**src/rtl/delay_udl_counter.sv**
```systemverilog
// Enabled 1-bit shift-register delay line plus a loadable modulo up/down counter.
// The counter can keep three voted copies of its state; RST clears only the counter.
module delay_udl_counter #(
  parameter int unsigned DEPTH = 16,
  parameter int unsigned WIDTH = 2,
  parameter int unsigned TMR   = 0
) (
  input  logic             CLK,
  input  logic             RST,
  input  logic             SRL_CE,
  input  logic             SRL_I,
  output logic             SRL_O,
  input  logic             CE,
  input  logic             L,
  input  logic             UP,
  input  logic [WIDTH-1:0] D,
  output logic [WIDTH-1:0] Q
);

  localparam logic [WIDTH-1:0] One = WIDTH'(1);

  // Stages carry no reset so they can pack into LUT shift registers.
  logic [DEPTH-1:0] srl_q = '0;
  logic [DEPTH-1:0] srl_d;
  logic [DEPTH:0]   srl_shift;

  always_comb begin
    srl_shift = {srl_q, SRL_I};
    srl_d     = srl_shift[DEPTH-1:0];
  end

  always_ff @(posedge CLK) begin
    if (SRL_CE) begin
      srl_q <= srl_d;
    end
  end

  assign SRL_O = srl_q[DEPTH-1];

  logic [WIDTH-1:0] cnt_d;
  logic [WIDTH-1:0] cnt_vote;

  // Next state always derives from the voted value, which scrubs an upset copy.
  always_comb begin
    cnt_d = cnt_vote;
    if (L) begin
      cnt_d = D;
    end else if (CE) begin
      cnt_d = UP ? cnt_vote + One : cnt_vote - One;
    end
  end

  if (TMR != 0) begin : g_tmr
    (* dont_touch = "true", keep = "true" *) logic [WIDTH-1:0] cnt0_q;
    (* dont_touch = "true", keep = "true" *) logic [WIDTH-1:0] cnt1_q;
    (* dont_touch = "true", keep = "true" *) logic [WIDTH-1:0] cnt2_q;

    always_ff @(posedge CLK or posedge RST) begin
      if (RST) begin
        cnt0_q <= '0;
        cnt1_q <= '0;
        cnt2_q <= '0;
      end else begin
        cnt0_q <= cnt_d;
        cnt1_q <= cnt_d;
        cnt2_q <= cnt_d;
      end
    end

    assign cnt_vote = (cnt0_q & cnt1_q) | (cnt0_q & cnt2_q) | (cnt1_q & cnt2_q);
  end else begin : g_plain
    logic [WIDTH-1:0] cnt_q;

    always_ff @(posedge CLK or posedge RST) begin
      if (RST) begin
        cnt_q <= '0;
      end else begin
        cnt_q <= cnt_d;
      end
    end

    assign cnt_vote = cnt_q;
  end

  assign Q = cnt_vote;

endmodule

```
**config.mk**
```make
export PLATFORM = sky130hd
export DESIGN_NAME = delay_udl_counter
export DESIGN_NICKNAME = d
export VERILOG_FILES = /design/src/rtl/delay_udl_counter.sv
export SDC_FILE = /design/constraint.sdc
export NUM_CORES = 1
export LEC_CHECK = 0
export CORE_MARGIN = 2
export CORE_UTILIZATION = 46
export DETAILED_ROUTE_END_ITERATION = 8
export PLACE_DENSITY_LB_ADDON = 0.15
export SKIP_CTS_REPAIR_TIMING = 1
export SYNTH_ARGS = -nofsm -noshare
export SYNTH_HDL_FRONTEND = slang
export SYNTH_SLANG_ARGS = --single-unit
```
**constraint.sdc**
```tcl
create_clock -name CLK -period 1.14 [get_ports CLK]
set_input_delay 0.114 -clock CLK [delete_from_list [all_inputs] [get_ports CLK]]
set_output_delay 0.114 -clock CLK [all_outputs]
set_load 0.02 [all_outputs]
```
# --- Word level (Yosys, flattened, before mapping) ---
# Index checks and enable logic that the tools add are counted.
word_totals:
  wordCells: 8
  reg_bits: 18
op_classes:
  n_reduce_logical: 1
  muxes: 3
  n_addsub: 2
op_table:
  columns: ["cell", "n"]
  rows:
  - ["$mux 2", 3]
  - ["$add 2x1->2 const B", 1]
  - ["$reduce_bool 2->1", 1]
  - ["$sub 2x1->2 const B", 1]

# --- Longest topological paths before layout ---
# Gate-level depths: netlist of the first run.
depth:
  word_depth: 4
  ltp_mapped: 3
  mapped_depth_nobuf: 3

# --- Worst setup path before layout of the first run ---
# Ideal clock, no wire load.
synth_path:
  path_kind: "reg-to-reg"
  from: "register g_plain.cnt_q[1] (netlist: Q[1])"
  to: "register g_plain.cnt_q[1] (netlist: Q[1])"
  synth_period_minus_slack_ns: 0.930
  stages_incl_launch_ff: 4
  n_path_buf: 0
  setup_time_ns: 0.133
  path_slack_ns: 0.210
  arrival_ns: 0.797
  cell_sequence: "dfrtp_1 -> nor3b_1 -> a21oi_1 -> o211ai_1"
synth_between:
  elab_chain_cells: 4
  elab_cells_between_ends: 5
  cone_classes: "2 x add/sub; 3 x mux"
synth_lines:
  columns: ["element", "line", "rtl"]
  rows:
  - ["from (decl)", "72", "logic [WIDTH-1:0] cnt_q;"]
  - ["from (signal assigned)", "78", "cnt_q <= cnt_d;"]
  - ["$sub 2x1->2 / $add 2x1->2 (equally long branches)", "49", "cnt_d = UP ? cnt_vote + One : cnt_vote - One;"]
  - ["$mux 2 (*)", "49", null]
  - ["$mux 2 (*)", "48", "end else if (CE) begin"]
  - ["$mux 2 (*)", "46", "if (L) begin"]
# Mark *: on every way between the ends. The rest lies on a longest branch, timed or not. The select of a mux whose other input is x is not followed.
# A chain may end at the register's enable or synchronous reset.

# --- Worst setup path after layout of the first run ---
layout_path:
  from: "register g_plain.cnt_q[1] (netlist: Q[1])"
  to: "output Q[1]"
layout_lines:
  columns: ["element", "line", "rtl"]
  rows:
  - ["to (decl)", "17", "output logic [WIDTH-1:0] Q"]
# No word-level cell between the ends.

==> results.py, run 1 <==
metrics = {
    "final_layout": {
        "drive_above_1_share_pct": 10.6,
        "layout_common_cells": "edfxtp_1 (16), clkdlybuf4s50_1 (8), clkbuf_4 (3), dlymetal6s2s_1 (3)",
        "areaGrowthSynthToFinish_pct": 33.3,
        "layout_commonest_cell": "edfxtp_1",
        "diodes": 0,
        "finalNetCount": 57,
    },
    "clocking": {
        "cts_tree": "built",
        "clkLatencyLatePin_ns": 0.28,
        "numCtsBuffers": 3,
        "clk_root_buffer_cell": "clkbuf_4",
        "h-tree-depth": 1,
        "cts.clk_slew.worst_paths_ns": 0.09,
        "clock_sinks": 18,
        "clock_path_buffers": 2,
    },
    "die": {
        "dieArea_um2": 1600,
        "dieWidth_um": 40.1,
        "coreArea_um2": 1160,
        "fp-row-count": 12,
        "io-pin-count": 12,
        "die_h_um": 40.1,
        "initial_core_util_pct": 51.7,
    },
    "place": {
        "io_buffers": 11,
        "dpl.hpwl_um": 500,
        "gp_congestion": 0.626,
    },
    "timing": {
        "drv_slew": 0,
        "hold_viol": 0,
        "final-setup-viol-count": 0,
        "fin_crit_ns": 1.03,
        "setup_tns_ns": 0,
        "min_period_over_period_pct": 90.6,
        "slew_headroom_pct": 84.2,
        "finClkSkew_ns": 0.00340,
        "rsz0062_at_grt": "no",
        "tightest_slew_ns": 0.237,
        "fmax_ghz": 0.968,
    },
    "route": {
        "wl_met3_um": 40,
        "wirelength_met1_um": 342,
        "top_layer_used": "met3",
        "viasPerCell": 4.85,
        "wl_um": 746,
        "wire_per_inst_um": 12.2,
        "wl_met2_um": 363,
        "drc_errors": 0,
        "final_antenna_net_count": 0,
        "num_vias": 296,
        "first_iter_violations": 3,
        "firstDrtPassIters": 2,
    },
    "yosys": {
        "syn_area_per_cell_um2": 20.6,
        "synth_xor_xnor_area_share_pct": 2.93,
        "synth_top_family_by_area": "simple AND/OR/NAND/NOR gates",
        "synthAdderAreaFrac_pct": 0,
        "synth_cell_types": 10,
        "synthCells": 29,
        "synth-seq-area-share_pct": 88.7,
        "netlist_area_um2": 598,
        "yosys_warnings": 0,
        "synth_compound_area_share_pct": 2.93,
        "synthesis.nets": 38,
        "synth_mux_area_share_pct": 0,
        "ys_ff_latch": 18,
        "yosys.area_share.simple_pct": 4.81,
    },
    "power": {
        "power_mw": 1.21,
        "ir_drop_uv": 1010,
        "leakagePower_nw": 0.308,
        "power.density_nw_per_um2": 1510,
    },
    "min_path": {
        "hold_path_class": "primary input to flop",
    },
    "critical_path": {
        "crit_arrival_ns": 0.92,
        "cpMaxStageDelayCell": "dfrtp_1",
        "crit_chain": "dlymetal6s2s_1",
        "startpoint_type": "flop",
        "cp_max_fo": 4,
        "cp.required_ns": 1.03,
        "worstSetupPathType": "flop to output port",
        "cpPeakStageDelay_ns": 0.39,
        "path_buf_inv": 1,
        "cp_top_family": "flip-flops",
        "worst_setup_path_end_kind": "output port",
    },
    "global_routing": {
        "grt_pass1_wl_mm": 1.12,
        "grt_usage_pct": 11.9,
        "grt_remaining_overflow": 0,
        "grt_pass1_vias": 260,
        "grt_max_degree": 17,
        "antenna_found_initial": 0,
    },
    "outcome": {
        "status": "finished, final reports clean",
    },
    "job": {
        "cap_violations": 0,
    },
}
synthesized netlist by cell type:
| library cell | n | area, µm² |
|---|---|---|
| a21oi_1 | 1 | 5.00 |
| dfrtp_1 | 2 | 50.1 |
| edfxtp_1 | 16 | 480 |
| inv_1 | 1 | 3.75 |
| nand2_1 | 2 | 7.51 |
| nand2b_1 | 1 | 6.26 |
| nor3b_1 | 2 | 15.0 |
| o211ai_1 | 1 | 7.51 |
| o21ai_0 | 1 | 5.00 |
| xnor2_1 | 2 | 17.5 |
power by group:
part	switching (mW)	internal [mW]	total, mW
Combinational	0.0550	0.0736	0.129
Clock	0.168	0.127	0.295
Sequential	0.0163	0.767	0.783
metal layers:
metal	GRT usage (%)	up-vias
met5	0	-
met4	10.3	0
met1	15.2	139
met3	5.00	0
li1	-	146
met2	15.3	11
worst paths after layout:
check	from	end	slack, ns	depth (start not counted)
worst max-delay path	Q[1]	Q[1]	0.11	1
worst min-delay path	D[0]	Q[0]	0.39	3
worst max register to register	Q[0]	Q[1]	0.17	3
worst min register to register	srl_q[4]	srl_q[5]	0.43	0
max in group asynchronous	RST	Q[0]	0.51	3
min in group asynchronous	RST	Q[1]	0.52	3
cell families (layout without fill, tap and decap cells):
family,count (synthesis),in the layout
xor gates and xnor gates,2,2
DFF,18,18
and+or+nand+nor,5,5
buffers and inverters,1,19
AOI/OAI and AO/OA,3,3
registers in the layout, summed over array words and instances, names as in the netlist:
register and cells:
srl_q 16, Q 2
per-stage QoR:
step	setup slack, ns	std cells	util, %	area (µm²)	hold WS [ns]
5_1_grt	0.0594	61	68.9	797	0.396
6_report	0.107	61	68.9	797	0.388
4_1_cts	-0.284	60	67.4	779	-0.0387
2_1_floorplan	0.210	29	-	598	-0.145
3_5_place_dp	0.0303	56	65.2	753	0.275
3_3_place_gp	0.0632	56	65.2	753	0.268
layout make-up:
| class | count | area (µm²) |
|---|---|---|
| clock buffers | 3 | 22.5 |
| clock inverters | 1 | 3.75 |
| fillers | 75 | 359 |
| inverters | 1 | 3.75 |
| multi-input cells | 10 | 63.8 |
| flip-flops and latches | 18 | 531 |
| well taps | 14 | 17.5 |
| repair buffers | 14 | 155 |
Power figures use the tool's default switching activity.
==> run 2, diff against run 1 <==
--- a/config.mk
+++ b/config.mk
@@ -5,8 +5,9 @@
 export SDC_FILE = /design/constraint.sdc
 export NUM_CORES = 1
 export LEC_CHECK = 0
+export ABC_AREA = 1
 export CORE_MARGIN = 2
-export CORE_UTILIZATION = 46
+export CORE_UTILIZATION = 47
 export DETAILED_ROUTE_END_ITERATION = 8
 export PLACE_DENSITY_LB_ADDON = 0.15
 export SKIP_CTS_REPAIR_TIMING = 1
==> constraint.sdc (replaced) <==
create_clock -name CLK -period 0.99 [get_ports CLK]
set_input_delay 0.099 -clock CLK [delete_from_list [all_inputs] [get_ports CLK]]
set_output_delay 0.099 -clock CLK [all_outputs]
set_load 0.02 [all_outputs]
==> run 2 against run 1 <==
  * The flow now finishes with violations (setup timing)
  * Clock skew rose by 0.0031 ns
  * Design area rose by 1.3%
  * Critical path depth did not move
  * Setup slack got worse by 0.12 ns
  * Critical path type unchanged
  * Critical endpoint is now Q[0]
  * Highest routed layer is now met4
==> results.py, run 2 <==
metrics = {
    "critical_path": {
        "worstSetupPathType": "flop to output port",
        "startpoint": "Q[0]",
        "cpMaxStageDelayCell": "dfrtp_1",
        "path_buf_inv": 1,
        "reg2reg_from": "Q[0]",
        "startpoint_type": "flop",
        "cp_max_fo": 4,
        "cpPeakStageDelay_ns": 0.42,
        "cp.required_ns": 0.89,
        "worst_setup_path_end_kind": "output port",
        "cp_top_family": "flip-flops",
        "crit_arrival_ns": 0.90,
        "crit_chain": "buf_2",
    },
    "timing": {
        "setup_ws_ns": -0.00903,
        "finClkSkew_ns": 0.00649,
        "rsz0062_at_grt": "yes",
        "fmax_ghz": 1.00,
        "tightest_slew_ns": 0.174,
        "fin_crit_ns": 0.999,
        "min_period_over_period_pct": 101,
        "final-setup-viol-count": 2,
        "drv_slew": 0,
        "hold_viol": 0,
        "slew_headroom_pct": 88.4,
    },
    "clocking": {
        "cts.clk_slew.worst_paths_ns": 0.09,
        "clkLatencyLatePin_ns": 0.29,
        "clock_sinks": 18,
        "clock_path_buffers": 2,
        "clk_root_buffer_cell": "clkbuf_4",
        "numCtsBuffers": 3,
        "cts_tree": "built",
        "h-tree-depth": 1,
    },
    "route": {
        "first_iter_violations": 11,
        "final_antenna_net_count": 0,
        "drc_errors": 0,
        "wire_per_inst_um": 16.1,
        "num_vias": 355,
        "viasPerCell": 5.00,
        "firstDrtPassIters": 4,
        "wl_mm": 1.14,
    },
    "yosys": {
        "synthesis.nets": 46,
        "synth_cell_types": 7,
        "synth_top_flop_cell": "edfxtp_1",
        "synth_top_cell_area_share_pct": 78.9,
        "synth_top_cell_by_area": "edfxtp_1",
        "ys_ff_latch": 18,
        "synth-edff-count": 16,
        "yosys-top-cells-count": "edfxtp_1 (16), nand2_1 (8), inv_1 (5)",
        "async_flop_share_pct": 11.1,
        "yosysMostFrequentCell": "edfxtp_1",
        "netlist_area_um2": 609,
        "ys_top_cells_by_area": "edfxtp_1 (79%), dfrtp_1 (8.2%), nand2_1 (4.9%), inv_1 (3.1%), nand3_1 (2.5%)",
        "synthCells": 37,
        "synth-seq-area-share_pct": 87.1,
        "syn_area_per_cell_um2": 16.5,
        "yosys_warnings": 0,
    },
    "power": {
        "intPower_mw": 1.11,
        "switching_share_pct": 22.1,
        "power.density_nw_per_um2": 1760,
        "seqPwrFrac_pct": 63.4,
        "ir_drop_uv": 1010,
        "clkPwrFrac_pct": 25.4,
        "power_mw": 1.42,
        "pwr-share-comb_pct": 11.3,
        "leakagePower_nw": 0.327,
        "p_sw_mw": 0.315,
    },
    "die": {
        "initial_core_util_pct": 52.7,
        "coreArea_um2": 1160,
        "dieWidth_um": 40.0,
        "fp-row-count": 12,
        "io-pin-count": 12,
        "dieArea_um2": 1600,
        "die_h_um": 40.0,
    },
    "min_path": {
        "hold_path_class": "primary input to flop",
        "hp-start": "SRL_I",
    },
    "final_layout": {
        "finalNetCount": 67,
        "fill_cells": 83,
        "largest_register_ff_count": 16,
        "areaGrowthSynthToFinish_pct": 32.4,
        "drive_above_1_share_pct": 21.1,
        "layout_common_cells": "edfxtp_1 (16), clkdlybuf4s50_1 (8), nand2_1 (7)",
        "top_register": "srl_q",
        "layout_commonest_cell": "edfxtp_1",
        "diodes": 0,
    },
    "place": {
        "dp_slack_ns": -0.141,
        "gp_congestion": 0.691,
        "io_buffers": 11,
    },
    "outcome": {
        "violations": "setup timing",
        "status": "complete, but fails checks",
    },
    "global_routing": {
        "grt_max_degree": 17,
        "grt_usage_pct": 19.3,
        "antenna_found_initial": 0,
        "grt_pass1_wl_mm": 1.76,
        "grt_remaining_overflow": 0,
        "grt_pass1_vias": 362,
    },
    "job": {
        "cap_violations": 0,
    },
}
[run 2: cell types whose count changed after synthesis, moves of 2 or more]
cell     before  now
nor2_1        0    2
nor3b_1       2    0
xnor2_1       2    0
nand3_1       0    3
inv_1         1    5
nand2_1       2    8
[run 2: kinds of logic (layout without fill, tap and decap cells)]
group           count (synthesis)  in the layout  share of synthesized area, %
simple gates                   13             13                          8.62
compound gates                  1              1                          1.23
flops                          18             18                          87.1
buf+inv                         5             25                          3.08
[run 2: worst paths after layout]
path | to | slack [ns] | cells after the start
worst max-delay path | Q[0] | -0.009 | 1
min in group asynchronous | Q[1] | 0.52 | 3
worst max register to register | Q[1] | -0.009 | 5
worst min register to register | srl_q[4] | 0.43 | 0
worst min-delay path | srl_q[0] | 0.38 | 1
max in group asynchronous | Q[0] | 0.36 | 3
[run 2: per-stage QoR]
step	utilization, %	TNS [ns]	instances	hold WS (ns)	instance area [µm²]
floorplan	-	0	37	-0.160	609
global placement	66.1	-1.07	64	0.258	764
detailed placement	66.1	-1.51	64	0.274	764
CTS	68.4	-1.22	68	-0.0445	791
global route	69.8	-0.149	71	0.359	807
finish	69.8	-0.0141	71	0.376	807
[run 2: power by group through the flow]
stage          combinational (mW)  sequential (mW)  clock (mW)
2_1_floorplan              0.0312            0.926           0
3_3_place_gp                0.131            0.912           0
3_5_place_dp                0.147            0.917           0
4_1_cts                     0.147            0.901       0.372
5_1_grt                     0.171            0.907       0.402
6_report                    0.160            0.901       0.361
[run 2: per-layer routing]
metal | GRT usage (%) | vias to the layer above | part of all wire (%) | wire length [µm]
met5 | 0 | - | 0 | 0
met4 | 7.76 | 0 | 0.61 | 7
met3 | 8.89 | 2 | 4.4 | 50
met2 | 35.5 | 14 | 55 | 626
met1 | 17.9 | 169 | 40 | 459
li1 | - | 170 | - | -
[run 2: area by class of cell]
type,count,area [µm²],area share (%)
tap,14,17.5,2.17
clock buffer,3,22.5,2.79
sequential,18,531,65.7
timing repair buffer,16,151,18.8
inverter,5,18.8,2.33
clock inverter,1,3.75,0.465
multi-input combinational,14,62.6,7.75
